`src/rtl/config_pkg.sv`:
```
// config_pkg -- shared configuration for the row-reduction datapath.
//   reduce_op_t          : reduction selector (SUM, MAX)
//   reduce_state_t       : FSM state encoding of rowwise_reduce
//   D, fixed_point_t     : row length and element format (signed Q8.8)
//   vector_t             : one row of D elements, element 0 in the low bits
//   acc_t                : widened signed accumulator (no overflow over D adds)
//   fixed_point_saturate : clamp an accumulator value into fixed_point_t
package config_pkg;

  typedef enum logic [0:0] {
    SUM = 1'b0,
    MAX = 1'b1
  } reduce_op_t;

  typedef enum logic [1:0] {
    WAITING_FOR_IN  = 2'd0,
    WORKING         = 2'd1,
    WAITING_FOR_OUT = 2'd2
  } reduce_state_t;

  localparam int unsigned D        = 4;
  localparam int unsigned FP_WIDTH = 16;
  localparam int unsigned FP_FRAC  = 8;
  localparam int unsigned IDX_W    = $clog2(D);
  localparam int unsigned ACC_W    = FP_WIDTH + IDX_W;

  typedef logic signed [FP_WIDTH-1:0] fixed_point_t;
  typedef fixed_point_t [D-1:0]       vector_t;
  typedef logic signed [ACC_W-1:0]    acc_t;

  localparam fixed_point_t FP_MAX = {1'b0, {(FP_WIDTH-1){1'b1}}};
  localparam fixed_point_t FP_MIN = {1'b1, {(FP_WIDTH-1){1'b0}}};

  // Clamp a widened signed value into the fixed_point_t range.
  function automatic fixed_point_t fixed_point_saturate(input acc_t v);
    fixed_point_t r;
    if (v > acc_t'(FP_MAX)) begin
      r = FP_MAX;
    end else if (v < acc_t'(FP_MIN)) begin
      r = FP_MIN;
    end else begin
      r = v[FP_WIDTH-1:0];
    end
    return r;
  endfunction

endpackage

```
`src/rtl/rowwise_reduce.sv`:
```
// rowwise_reduce -- reduces one row of D fixed-point elements to a single value,
// one element per cycle.
//   operation   : SUM (saturated sum) or MAX (maximum plus its lowest index)
//   clk_i/rst_i : clock, asynchronous active-high reset
//   a_i         : row to reduce, captured on the input handshake
//   in_valid_i / in_ready_o   : input handshake
//   result_o / index_o        : reduction result (index_o is 0 for SUM)
//   out_valid_o / out_ready_i : output handshake
// Latency is D edges from accept to out_valid_o; one row per D+2 cycles.
module rowwise_reduce
  import config_pkg::*;
#(
  parameter reduce_op_t operation = SUM
) (
  input  logic             clk_i,
  input  logic             rst_i,
  input  vector_t          a_i,
  input  logic             in_valid_i,
  output logic             in_ready_o,
  output fixed_point_t     result_o,
  output logic [IDX_W-1:0] index_o,
  output logic             out_valid_o,
  input  logic             out_ready_i
);

  reduce_state_t    state_q,  state_d;
  vector_t          row_q,    row_d;
  logic [IDX_W-1:0] cnt_q,    cnt_d;
  acc_t             acc_q,    acc_d;
  logic [IDX_W-1:0] idx_q,    idx_d;
  fixed_point_t     result_q, result_d;
  logic [IDX_W-1:0] index_q,  index_d;

  fixed_point_t     elem_s;
  acc_t             acc_step_s;
  logic [IDX_W-1:0] idx_step_s;

  // Handshakes come straight from the registered state.
  assign in_ready_o  = (state_q == WAITING_FOR_IN);
  assign out_valid_o = (state_q == WAITING_FOR_OUT);
  assign result_o    = result_q;
  assign index_o     = index_q;

  // Next-state and datapath: combine row[cnt] into the accumulator each WORKING cycle.
  always_comb begin
    state_d    = state_q;
    row_d      = row_q;
    cnt_d      = cnt_q;
    acc_d      = acc_q;
    idx_d      = idx_q;
    result_d   = result_q;
    index_d    = index_q;

    elem_s     = row_q[cnt_q];
    acc_step_s = acc_q;
    idx_step_s = idx_q;
    if (operation == SUM) begin
      acc_step_s = acc_q + acc_t'(elem_s);
    end else if (acc_t'(elem_s) > acc_q) begin
      // Strictly greater only, so ties keep the earlier (lower) index.
      acc_step_s = acc_t'(elem_s);
      idx_step_s = cnt_q;
    end else begin
      acc_step_s = acc_q;
      idx_step_s = idx_q;
    end

    case (state_q)
      WAITING_FOR_IN: begin
        if (in_valid_i) begin
          row_d   = a_i;
          cnt_d   = '0;
          acc_d   = (operation == SUM) ? '0 : acc_t'(FP_MIN);
          idx_d   = '0;
          state_d = WORKING;
        end else begin
          state_d = WAITING_FOR_IN;
        end
      end
      WORKING: begin
        acc_d = acc_step_s;
        idx_d = idx_step_s;
        if (cnt_q == IDX_W'(D - 1)) begin
          cnt_d    = '0;
          result_d = (operation == SUM) ? fixed_point_saturate(acc_step_s)
                                        : acc_step_s[FP_WIDTH-1:0];
          index_d  = (operation == SUM) ? '0 : idx_step_s;
          state_d  = WAITING_FOR_OUT;
        end else begin
          cnt_d   = cnt_q + 1'b1;
          state_d = WORKING;
        end
      end
      WAITING_FOR_OUT: begin
        if (out_ready_i) begin
          state_d = WAITING_FOR_IN;
        end else begin
          state_d = WAITING_FOR_OUT;
        end
      end
      default: begin
        state_d = WAITING_FOR_IN;
      end
    endcase
  end

  // State and datapath registers; reset discards any in-flight row.
  always_ff @(posedge clk_i or posedge rst_i) begin
    if (rst_i) begin
      state_q  <= WAITING_FOR_IN;
      row_q    <= '0;
      cnt_q    <= '0;
      acc_q    <= '0;
      idx_q    <= '0;
      result_q <= '0;
      index_q  <= '0;
    end else begin
      state_q  <= state_d;
      row_q    <= row_d;
      cnt_q    <= cnt_d;
      acc_q    <= acc_d;
      idx_q    <= idx_d;
      result_q <= result_d;
      index_q  <= index_d;
    end
  end

endmodule

```
`config.mk`:
```
export PLATFORM = sky130hd
export DESIGN_NAME = rowwise_reduce
export DESIGN_NICKNAME = d
export VERILOG_FILES = /design/src/rtl/config_pkg.sv /design/src/rtl/rowwise_reduce.sv
export SDC_FILE = /design/constraint.sdc
export NUM_CORES = 1
export LEC_CHECK = 0
export CORE_ASPECT_RATIO = 1.5
export CORE_MARGIN = 5
export CORE_UTILIZATION = 50
export DETAILED_ROUTE_END_ITERATION = 6
export PLACE_DENSITY = 0.76
export SYNTH_ARGS = -nofsm -noshare
export SYNTH_HDL_FRONTEND = slang
export SYNTH_SLANG_ARGS = --single-unit
```
`constraint.sdc`:
```
create_clock -name clk_i -period 5 [get_ports clk_i]
set_input_delay 1.25 -clock clk_i [delete_from_list [all_inputs] [get_ports clk_i]]
set_output_delay 1.25 -clock clk_i [all_outputs]
set_load 0.01 [all_outputs]
```
Word-level counts from Yosys, hierarchy flattened
Cells that the tools add are included.
{ "word_totals": {"out_inout_bits": 20, "reg_bits": 102, "mem_count": 0, "mem_bits_ro": 0, "ram_bits": 0, "elab_cells": 35, "latchBits": 0, "in_bits": 68} }
{ "op_classes": {"n_mux": 13, "n_addsub": 2, "bitwise_logic": 0, "magnitude_cmp": 3, "n_reduce_logical": 5, "mul": 0, "eq_ne": 4, "div": 0, "n_shift": 0} }
{ "op_table": {"columns": ["operator", "n"], "rows": [
  ["$mux W16", 3],
  ["$pmux W18 S2", 1],
  ["$bmux W16 S2", 1],
  ["$add A18 B16 Y18", 1],
  ["$gt A18 B16 Y1 const B", 1],
  ["$lt A18 B16 Y1 const B", 1],
  ["$mux W18", 1],
  ["$mux W2", 4],
  ["$pmux W2 S3", 1],
  ["$reduce_and A2 Y1", 3],
  ["$eq A2 B2 Y1 const B", 2],
  ["$pmux W2 S2", 1],
  ["$lt A2 B3 Y1 const B", 1],
  ["$add A2 B1 Y2 const B", 1],
  ["$eq A2 B1 Y1 const B", 1],
  ["$logic_not A2 Y1", 1],
  ["$ne A2 B2 Y1 const B", 1],
  ["$reduce_bool A2 Y1", 1],
  ["$mux W1", 1]
]} }

Depth between registers and ports, before layout
Gate-level depths: netlist (run 1).
{ "logic_depth": {"word_depth": 6, "depth_mapped": 14, "ltp_nobuf": 10} }

Least setup slack after synthesis (run 1)
Ideal clock, no wire load.
{ "synth_timing": {"path_type": "flip-flop to flip-flop", "startpoint": "reg cnt_q[1]", "endpoint": "reg result_q[12] (netlist: result_o[12])", "n_path_buf": 3, "arrival_time_ps": 3758, "required_ps": 4901, "setup_slack_ps": 1143, "stages_incl_launch_ff": 14, "period_less_slack_ps": 3857, "setup_ps": 99, "path_cell_list": "dfrtp_1 -> buf_2 -> buf_1 -> mux4_1 -> ha_1 -> fa_1 -> a211oi_2 -> o21ai_0 -> a2111o_1 -> a31oi_1 -> nand3_1 -> o21ba_2 -> buf_6 -> a311oi_4"} }
{ "synth_between": {"elab_chain_len": 6, "elab_cells_between_ends": 9, "cone_classes": "add/sub: 1; order compare: 2; eq/ne: 1; mux: 4; reduce/logical: 1"} }
{ "synth_lines": {"columns": ["item", "line_no", "text"], "rows": [
  ["start, declared", "rowwise_reduce.sv:28", "logic [IDX_W-1:0] cnt_q, cnt_d;"],
  ["start signal, assigned", "rowwise_reduce.sv:120", "cnt_q <= cnt_d;"],
  ["$bmux W16 S2", "rowwise_reduce.sv:54", "elem_s = row_q[cnt_q];"],
  ["$mux W16 (not written as such)", "rowwise_reduce.sv:54", null],
  ["$add A18 B16 Y18", "rowwise_reduce.sv:58", "acc_step_s = acc_q + acc_t'(elem_s);"],
  ["$lt A18 B16 Y1", "config_pkg.sv:39", "end else if (v < acc_t'(FP_MIN)) begin"],
  ["$mux W16", "config_pkg.sv:39", null],
  ["$mux W16", "config_pkg.sv:37", "if (v > acc_t'(FP_MAX)) begin"],
  ["end signal, assigned", "rowwise_reduce.sv:123", "result_q <= result_d;"],
  ["end, declared", "rowwise_reduce.sv:31", "fixed_point_t result_q, result_d;"]
]} }
Parallel ways exist; a longest one is shown, timed or not. The select of a mux whose other input is x is not followed.
A chain may end at the register's enable or synchronous reset.

Final worst setup path (run 1)
{ "layout_timing": {"startpoint": "reg cnt_q[1]", "endpoint": "reg result_q[3] (netlist: result_o[3])"} }
Same word-level chain as after synthesis.

==> impl_metrics.csv, run 1 <==
group,metric,value,unit
status,status,"complete, no violations",
placement,gp_congestion,0.866,
floorplanning,floorplan.core_area,10500,um2
floorplanning,die-area,12900,um2
timing,fin_crit_sh,83.6,%
cts,ctsHtreeMaxLevel,3,
pwr,leakage,3.09,nW
route,vias_per_cell,5.44,
route,first_pass_iters,5,
floorplanning,top_level_ports,88,
global_routing,grt_max_degree,56,
timing,final_hold_viol_count,0,
final_layout,nNetsFinal,727,
synthesis,ys_seq_elements,102,
route,vias,4293,
final_layout,diodes,0,
timing,finalSetupViolations,0,
cts,insertion_delay,350,ps
route,routedWlPerCell,15.9,um
global_routing,antenna_found_initial,0,
final_layout,multiInputGateArea,2610,um2
pwr,power.density,826,nW/um2
cts,cts_made_buffers,9,
route,drtIter0Drc,204,
final_layout,final_common_cell,"nand2_1",
job,drv_cap,0,
cts,postCtsSetupRepairBufs,0,
floorplanning,num_rows,46,
global_routing,first_global_vias,4376,
critical_path,crit_required,5190,ps
global_routing,grt_first_pass_wirelength,20700,um
cts,clock_sinks,102,
cts,cts_tree,"built",
global_routing,track_usage,20.6,%
synthesis,ys_warn_count,0,
timing,rsz0062_at_grt,"false",
route,drcViolationCount,0,
final_layout,post-route-cell-area,6560,um2
synthesis,synth_area,5340,um2
synthesis,syn_inst,570,
critical_path,worstPathMaxFanout,12,
timing,fin_skew,4.89,ps
floorplanning,die_h,137,um
final_layout,stdcell_count,789,
critical_path,end_kind,"flop",
critical_path,arrival,4370,ps
critical_path,worstSetupPathType,"reg -> reg",
final_layout,drive_gt1_share,8.53,%
cts,postCtsResizedCells,0,
synthesis,synth-seq-area-share,47.8,%
global_routing,grt_overflow,0,
pwr,ir_drop,0.000365,V
final_layout,nFillCells,897,
route,wirelength,12600,um
timing,worstMarginPinSlew,1270,ps
final_layout,layout_common_cells,"213 x nand2_1, 102 x dfrtp_1, 85 x clkdlybuf4s50_1, 28 x o21ai_0, 25 x nor2_1",
placement,dpl-instance-area,6280,um2
placement,post-place-cells,773,
route,ant_nets,0,
final_layout,syn_to_final_growth,22.8,%
cts,cts-root-buf,"clkbuf_16",
timing,maxSlewHeadroom,15.3,%
timing,min_period,4180,ps
floorplanning,die_width,94.4,um
critical_path,setup.worst_path.start_class,"flop",
placement,dp_hpwl,9760,um
timing,tns,0,ps
synthesis,syn_area_per_cell,9.37,um2
final_layout,seqCellArea,2550,um2
timing,fin_hold_ws,469,ps
timing,slew_violations,0,
cts,cts_buffer_depth,2,
final_layout,final_util,62.3,%
hold_path,hp-class,"reg -> reg",
placement,numPortBuffers,85,
cts,clkTransAtPathRegs,70,ps
cts,hold_buffers,0,
timing,fmax,239,MHz
floorplanning,start_util,50.7,%
synthesis,synth.distinct_cells,52,
[power breakdown]
group	leakage (nW)	switching, mW	total, mW	internal (mW)
clock network	0.122	0.321	0.663	0.343
registers	1.26	0.248	1.49	1.24
logic	1.71	1.94	3.26	1.32
total	3.09	2.51	5.42	2.90
[final cells by class]
cell class              count  area share [%]
flip-flops and latches    102            38.9
multi-input cells         429            39.8
clock inverters             7           0.877
inverters                   5           0.324
well taps                 144            2.75
repair buffers             93            13.9
clock buffers               9            3.43
[worst max-delay path: stages (launching register included)]
cell and delay [ps]:
dfrtp_1 660, buf_4 300, mux4_2 530, ha_1 420, nand4_1 180, a211o_1 290, a2111oi_0 670, or3_1 300
a21o_1 470, a311oi_2 190
[per-stage QoR]
step	worst slack [ps]	power (mW)
finish	819	5.42
global route	394	5.86
CTS	699	5.44
detailed placement	733	4.77
global placement	890	4.64
floorplan	1070	3.88
[layer usage]
metal  vias up  global-route usage [%]  wire length (um)
li1       2093                       -                 -
met3        18                    4.40               545
met1      2066                    24.0              5000
met4         0                    6.91               256
met2       116                    37.3              6790
met5         -                       0                 0
[registers in the layout (all words and copies together) (netlist names)]
name	cells
cnt_q	2
state_q	2
result_o	16
acc_q	18
row_q	64
[cell usage after synthesis (all sizes together)]
master   number  share of area [%]
a2111o        1               0.21
dfrtp       102                 48
o311ai        1               0.16
clkbuf       24                1.7
a31oi         6               0.70
or3           1               0.12
o31a          1               0.16
nand4         1               0.12
nand2       214                 15
mux2i         1               0.19
o21ba         1               0.19
or2           2               0.23
xnor2         4               0.66
a211o         1               0.16
a2111oi       3               0.49
o211ai        2               0.28
nand2b        1               0.12
a32oi         1               0.16
a21o          9                1.3
ha           18                4.2
o211a         2               0.37
nand3        21                2.0
mux4         16                7.0
and3          3               0.35
a21oi        17                1.6
nor2         25                1.8
o2111ai       1               0.16
o31ai         3               0.42
xor2          9                1.5
a311oi       12                3.4
nand4b        1               0.16
o21ai        29                2.7
inv           5               0.35
nor2b         4               0.47
fa            1               0.37
buf          11                1.4
conb          1              0.070
or4           1               0.14
a31o          2               0.33
o21bai        2               0.28
a211oi        3               0.52
and2          2               0.23
nor3          4               0.37
o21a          1               0.14
[cell families after synthesis]
kind of cell,Yosys count,synth area share [%]
AND/OR/NAND/NOR,280,21.1
flip-flops,102,47.8
AO/OA/AOI/OAI,98,13.7
buffers and inverters,40,3.42
adder cells (fa/ha/maj),19,4.59
multiplexers,17,7.22
XOR/XNOR,13,2.13
other,1,0.0702
[worst paths after layout]
kind                       slack (ps)  cells past startpoint           to      start
min in group asynchronous        1250                      2    row_q[35]      rst_i
max in group asynchronous        2930                      3    row_q[34]      rst_i
min                               470                      2    row_q[17]  row_q[17]
max                               820                      9  result_o[3]   cnt_q[1]
min reg2reg                       470                      2    row_q[17]  row_q[17]
max reg2reg                       820                      9  result_o[3]   cnt_q[1]
Power figures use the tool's default switching activity.
==> run 2, diff against run 1 <==
==> constraint.sdc (replaced) <==
create_clock -name clk_i -period 3.9 [get_ports clk_i]
set_input_delay 0.975 -clock clk_i [delete_from_list [all_inputs] [get_ports clk_i]]
set_output_delay 0.975 -clock clk_i [all_outputs]
set_load 0.01 [all_outputs]
==> run 2 against run 1 <==
  * Critical path depth rose by 1
  * Clock power rose by 38%
  * Non-clock buffer count rose by 3
  * Global-route usage rose by 0.21 points
  * Clock-buffer cell count rose by 2
  * Combinational power rose by 34%
  * Maximum frequency rose by 14%
  * Power rose by 32%
  * Largest cell class unchanged
  * Highest routed layer unchanged
==> impl_metrics.csv, run 2 (synthesis gave the netlist of run 1 again) <==
group,metric,value,unit
pwr,ir_drop,0.000453,V
pwr,power.density,1080,nW/um2
final_layout,nNetsFinal,730,
cts,clock_sinks,102,
cts,insertion_delay,340,ps
critical_path,worstPathMaxFanout,13,
hold_path,whs_path_depth,2,
pwr,intPower,3.91,mW
pwr,pwr-share-seq,26.4,%
route,wirelength,12600,um
final_layout,nFillCells,892,
critical_path,rr_endpoint,"result_o[11]",
placement,dp_hpwl,9330,um
timing,final_hold_viol_count,0,
timing,maxSlewHeadroom,38.8,%
critical_path,critPathSlowestCell,"a2111oi_1",
timing,fin_crit_sh,94.3,%
timing,slew_violations,0,
final_layout,multiInputGateArea,2630,um2
timing,fin_skew,5.93,ps
critical_path,slowest_delay,610,ps
final_layout,diodes,0,
critical_path,r2r_slack,220,ps
global_routing,antenna_found_initial,0,
floorplanning,num_rows,46,
timing,worstMarginPinSlew,914,ps
status,status,"complete, no violations",
global_routing,grt_overflow,0,
pwr,p_switching,3.25,mW
critical_path,arrival,3880,ps
route,drcViolationCount,0,
floorplanning,floorplan.core_area,10500,um2
final_layout,layout_common_cells,"213 x nand2_1, 101 x dfrtp_1, 85 x clkdlybuf4s50_1, 27 x o21ai_0, 25 x nor2_1",
cts,cts_tree,"built",
cts,cts_buffer_depth,2,
timing,finalSetupViolations,0,
critical_path,r2r_start,"cnt_q[1]",
critical_path,crit_required,4110,ps
final_layout,final_util,63.2,%
route,first_pass_iters,4,
final_layout,seqCellArea,2550,um2
job,drv_cap,0,
timing,tns,0,ps
timing,fin_hold_ws,474,ps
cts,hold_buffers,0,
floorplanning,die_width,94.4,um
placement,dpl-instance-area,6340,um2
cts,cts_made_buffers,9,
placement,gp_congestion,0.864,
final_layout,top_register,"row_q",
route,routedWlPerCell,15.9,um
final_layout,final_common_cell,"nand2_1",
global_routing,grt_first_pass_wirelength,21100,um
floorplanning,top_level_ports,88,
pwr,pwr-share-comb,60.8,%
cts,ctsHtreeMaxLevel,3,
route,drtIter0Drc,316,
hold_path,worstHoldEndpoint,"row_q[24]",
floorplanning,start_util,50.7,%
cts,postCtsSetupRepairBufs,0,
critical_path,end_kind,"flop",
critical_path,crit_chain,"buf_12 > mux4_2 > ha_1 > nand4b_1 > a211o_1 > a2111oi_1 > or3_1 > a21o_1 > buf_4 > a311oi_2",
hold_path,hp-start,"row_q[24]",
placement,numPortBuffers,85,
critical_path,worstSetupPathType,"reg -> reg",
floorplanning,die_h,137,um
critical_path,r2r_cells,10,
route,vias,4364,
critical_path,setup.worst_path.start_class,"flop",
global_routing,first_global_vias,4573,
route,ant_nets,0,
pwr,power_switching_share,45.4,%
route,vias_per_cell,5.52,
global_routing,track_usage,20.8,%
final_layout,post-route-cell-area,6660,um2
timing,rsz0062_at_grt,"false",
final_layout,drive_gt1_share,9.12,%
timing,min_period,3680,ps
global_routing,grt_max_degree,103,
final_layout,syn_to_final_growth,24.7,%
cts,postCtsResizedCells,0,
pwr,leakage,3.14,nW
cts,cts-root-buf,"clkbuf_16",
timing,fmax,272,MHz
floorplanning,die-area,12900,um2
final_layout,largest_register_ffs,64,
cts,clkTransAtPathRegs,70,ps
pwr,clkPwrFrac,12.8,%
hold_path,hp-class,"reg -> reg",
run 2: cell types whose count changed in the layout (fill, tap and decap cells not counted), moves of 2 or more:
cell	previous run	this run
clkinvlp_4	5	1
buf_12	0	3
a2111oi_0	3	1
clkbuf_8	0	2
run 2: metrics by stage:
step,cells,worst slack (ps),power [mW]
after floorplan,571,42.9,4.97
after global placement,776,197,6.03
after detailed placement,776,98.0,6.21
after CTS,791,54.8,7.15
after global routing,791,22.1,7.73
final,791,223,7.17
run 2: routing by layer:
layer	vias up	wire length, um	track usage, %	part of all wire, %
li1	2095	-	-	-
met4	0	376	8.92	3.0
met5	-	0	0	0
met3	32	404	3.19	3.2
met1	2114	5150	25.3	41
met2	123	6640	36.5	53
run 2: worst max-delay path, delay by kind of cell, from the launching register on:
| family | cells | cell delay (ps) |
|---|---|---|
| multiplexers | 1 | 530 |
| flip-flops | 1 | 490 |
| AO/OA/AOI/OAI | 4 | 1220 |
| AND/OR/NAND/NOR | 2 | 500 |
| buffers and inverters | 2 | 410 |
| adder cells (fa/ha/maj) | 1 | 360 |
run 2: area by class of cell:
| type | count | share of cell area (%) |
|---|---|---|
| inverters | 5 | 0.319 |
| well taps | 144 | 2.71 |
| clock inverters | 4 | 0.827 |
| repair buffers | 96 | 14.6 |
| multi-input cells | 429 | 39.4 |
| clock buffers | 11 | 3.79 |
| flip-flops and latches | 102 | 38.3 |
run 2: power groups by stage:
stage / registers [mW] / clock network [mW] / logic [mW]
after floorplan: 1.84 / 0 / 3.13
after global placement: 1.88 / 0 / 4.15
after detailed placement: 1.90 / 0 / 4.30
after CTS: 1.89 / 0.934 / 4.33
after global routing: 1.95 / 0.982 / 4.80
final: 1.89 / 0.918 / 4.36
run 2: worst max-delay path by stage:
stage	from	endpoint	slack (ps)	cells past startpoint
final	cnt_q[1]	result_o[11]	220	10
after global routing	cnt_q[1]	result_o[8]	20	10
after CTS	cnt_q[0]	result_o[13]	50	10
after detailed placement	cnt_q[0]	result_o[13]	100	10
after global placement	cnt_q[0]	result_o[2]	200	10
after floorplan	cnt_q[1]	result_o[12]	40	13
==> run 3, diff against run 2 <==
--- a/config.mk
+++ b/config.mk
@@ -7,9 +7,9 @@
 export LEC_CHECK = 0
 export CORE_ASPECT_RATIO = 1.5
 export CORE_MARGIN = 5
-export CORE_UTILIZATION = 50
+export CORE_UTILIZATION = 54
 export DETAILED_ROUTE_END_ITERATION = 6
-export PLACE_DENSITY = 0.76
+export PLACE_DENSITY = 0.81
 export SYNTH_ARGS = -nofsm -noshare
 export SYNTH_HDL_FRONTEND = slang
 export SYNTH_SLANG_ARGS = --single-unit
==> run 3 against run 2 <==
  * Clock power rose by 0.9%
  * Maximum frequency fell by 0.88%
  * Clock-buffer cell count fell by 2
  * Core utilization rose by 5.2 points
  * Largest power group unchanged
==> impl_metrics.csv, run 3 (synthesis gave the netlist of run 1 again) <==
group,metric,value,unit
final_layout,final_common_cell,"nand2_1",
timing,fin_crit_sh,95.1,%
floorplanning,die_width,91.2,um
floorplanning,die-area,12000,um2
final_layout,syn_to_final_growth,24.2,%
route,drtIter0Drc,255,
critical_path,setup.worst_path.start_class,"flop",
route,routedWlPerCell,16.7,um
final_layout,nNetsFinal,731,
global_routing,grt_overflow,0,
timing,tns,0,ps
route,wirelength,12700,um
cts,ctsHtreeMaxLevel,3,
placement,dpl_worst_slack,185,ps
timing,finalSetupViolations,0,
cts,cts_buffer_depth,2,
final_layout,diodes,0,
route,vias,4337,
cts,cts-root-buf,"clkbuf_16",
floorplanning,num_rows,44,
final_layout,drive_gt1_share,9.24,%
critical_path,arrival,3960,ps
critical_path,crit_buf_inv,1,
critical_path,crit_chain,"mux4_1 > ha_1 > fa_1 > a211oi_2 > o21ai_0 > a2111o_1 > a31oi_1 > nand3_1 > a21o_1 > buf_4 > a311oi_2",
timing,min_period,3710,ps
route,drcViolationCount,0,
hold_path,hp-class,"reg -> reg",
critical_path,worstPathMaxFanout,12,
timing,rsz0062_at_grt,"false",
global_routing,grt_max_degree,68,
critical_path,startpoint,"cnt_q[0]",
status,status,"complete, no violations",
cts,hold_buffers,0,
critical_path,r2r_start,"cnt_q[0]",
floorplanning,start_util,55.1,%
critical_path,critPathSlowestCell,"mux4_1",
route,first_pass_iters,5,
pwr,leakage,3.15,nW
placement,dpl-instance-area,6310,um2
critical_path,end_kind,"flop",
placement,dp_hpwl,9480,um
final_layout,layout_common_cells,"213 x nand2_1, 102 x dfrtp_1, 85 x clkdlybuf4s50_1, 28 x o21ai_0, 25 x nor2_1",
global_routing,first_global_vias,4366,
cts,clock_sinks,102,
timing,fin_skew,8.24,ps
global_routing,grt_first_pass_wirelength,21000,um
cts,cts_tree,"built",
cts,cts_made_buffers,9,
critical_path,worstSetupPathType,"reg -> reg",
job,drv_cap,0,
pwr,total_power,7.22,mW
timing,final_hold_viol_count,0,
timing,worstMarginPinSlew,1230,ps
global_routing,antenna_found_initial,0,
hold_path,hp-start,"row_q[44]",
critical_path,crit_family,"compound AO/OA/AOI/OAI gates",
cts,clkTransAtPathRegs,70,ps
final_layout,top_register,"row_q",
final_layout,post-route-cell-area,6630,um2
final_layout,largest_register_ffs,64,
placement,numPortBuffers,85,
placement,gp_congestion,0.949,
cts,insertion_delay,350,ps
critical_path,slowest_delay,570,ps
floorplanning,floorplan.core_area,9690,um2
timing,slew_violations,0,
critical_path,crit_required,4150,ps
timing,fin_ws,190,ps
route,vias_per_cell,5.68,
final_layout,final_util,68.4,%
global_routing,track_usage,21.7,%
timing,maxSlewHeadroom,18.1,%
cts,postCtsSetupRepairBufs,0,
timing,fmax,270,MHz
pwr,ir_drop,0.000925,V
floorplanning,top_level_ports,88,
route,ant_nets,0,
floorplanning,die_h,132,um
pwr,power.density,1090,nW/um2
## run 3: changes by cell type in the layout (fill, tap and decap cells not counted), sizes merged
| cell | before | now |
|---|---|---|
| clkbuf | 11 | 9 |
| clkinv | 1 | 2 |
| buf | 11 | 12 |
| inv | 6 | 7 |
| clkinvlp | 1 | 2 |
## run 3: worst paths after layout
path	depth (start not counted)	end	slack (ps)
hold reg to reg	2	row_q[44]	480
setup / recovery	11	result_o[10]	190
min in group asynchronous	2	acc_q[15]	1100
hold / removal	2	row_q[44]	480
setup reg to reg	11	result_o[10]	190
max in group asynchronous	3	acc_q[10]	2110
## run 3: worst reg2reg max path, cell delays in order (launching register included)
cell and delay (ps):
dfrtp_1 410, mux4_1 570, ha_1 220, fa_1 440, a211oi_2 240, o21ai_0 200, a2111o_1 510, a31oi_1 200
nand3_1 180, a21o_1 200, buf_4 190, a311oi_2 240
## run 3: report_power, final
| part | internal, mW | switching, mW | total (mW) |
|---|---|---|---|
| combinational | 1.82 | 2.59 | 4.41 |
| sequential | 1.59 | 0.299 | 1.89 |
| clock | 0.507 | 0.420 | 0.926 |
## run 3: layout make-up
cell class	instances	area, um2
Fill cell	740	3060
Multi-Input combinational cell	429	2630
Sequential cell	102	2550
Timing Repair Buffer	97	982
Clock buffer	9	225
Tap cell	115	144
Clock inverter	7	81.3
Inverter	5	21.3
## run 3: per-stage QoR
step / cells / hold slack (ps)
after detailed placement: 748 / 460
after CTS: 764 / 477
after global routing: 764 / 503
after floorplan: 571 / 437
after global placement: 748 / 454
final: 764 / 476
## run 3: what timing repair did
item,in CTS,in global routing
endpoints found under the hold margin,0,0
resized for setup,0,3
setup endpoints to repair,0,10
## run 3: routing by layer
| metal | share of wire (%) | global-route usage, % | vias up | wire [um] |
|---|---|---|---|---|
| met4 | 3.0 | 8.73 | 0 | 383 |
| met1 | 38 | 25.5 | 2100 | 4860 |
| met2 | 54 | 38.9 | 112 | 6900 |
| li1 | - | - | 2095 | - |
| met3 | 4.8 | 3.43 | 30 | 610 |
| met5 | 0 | 0 | - | 0 |
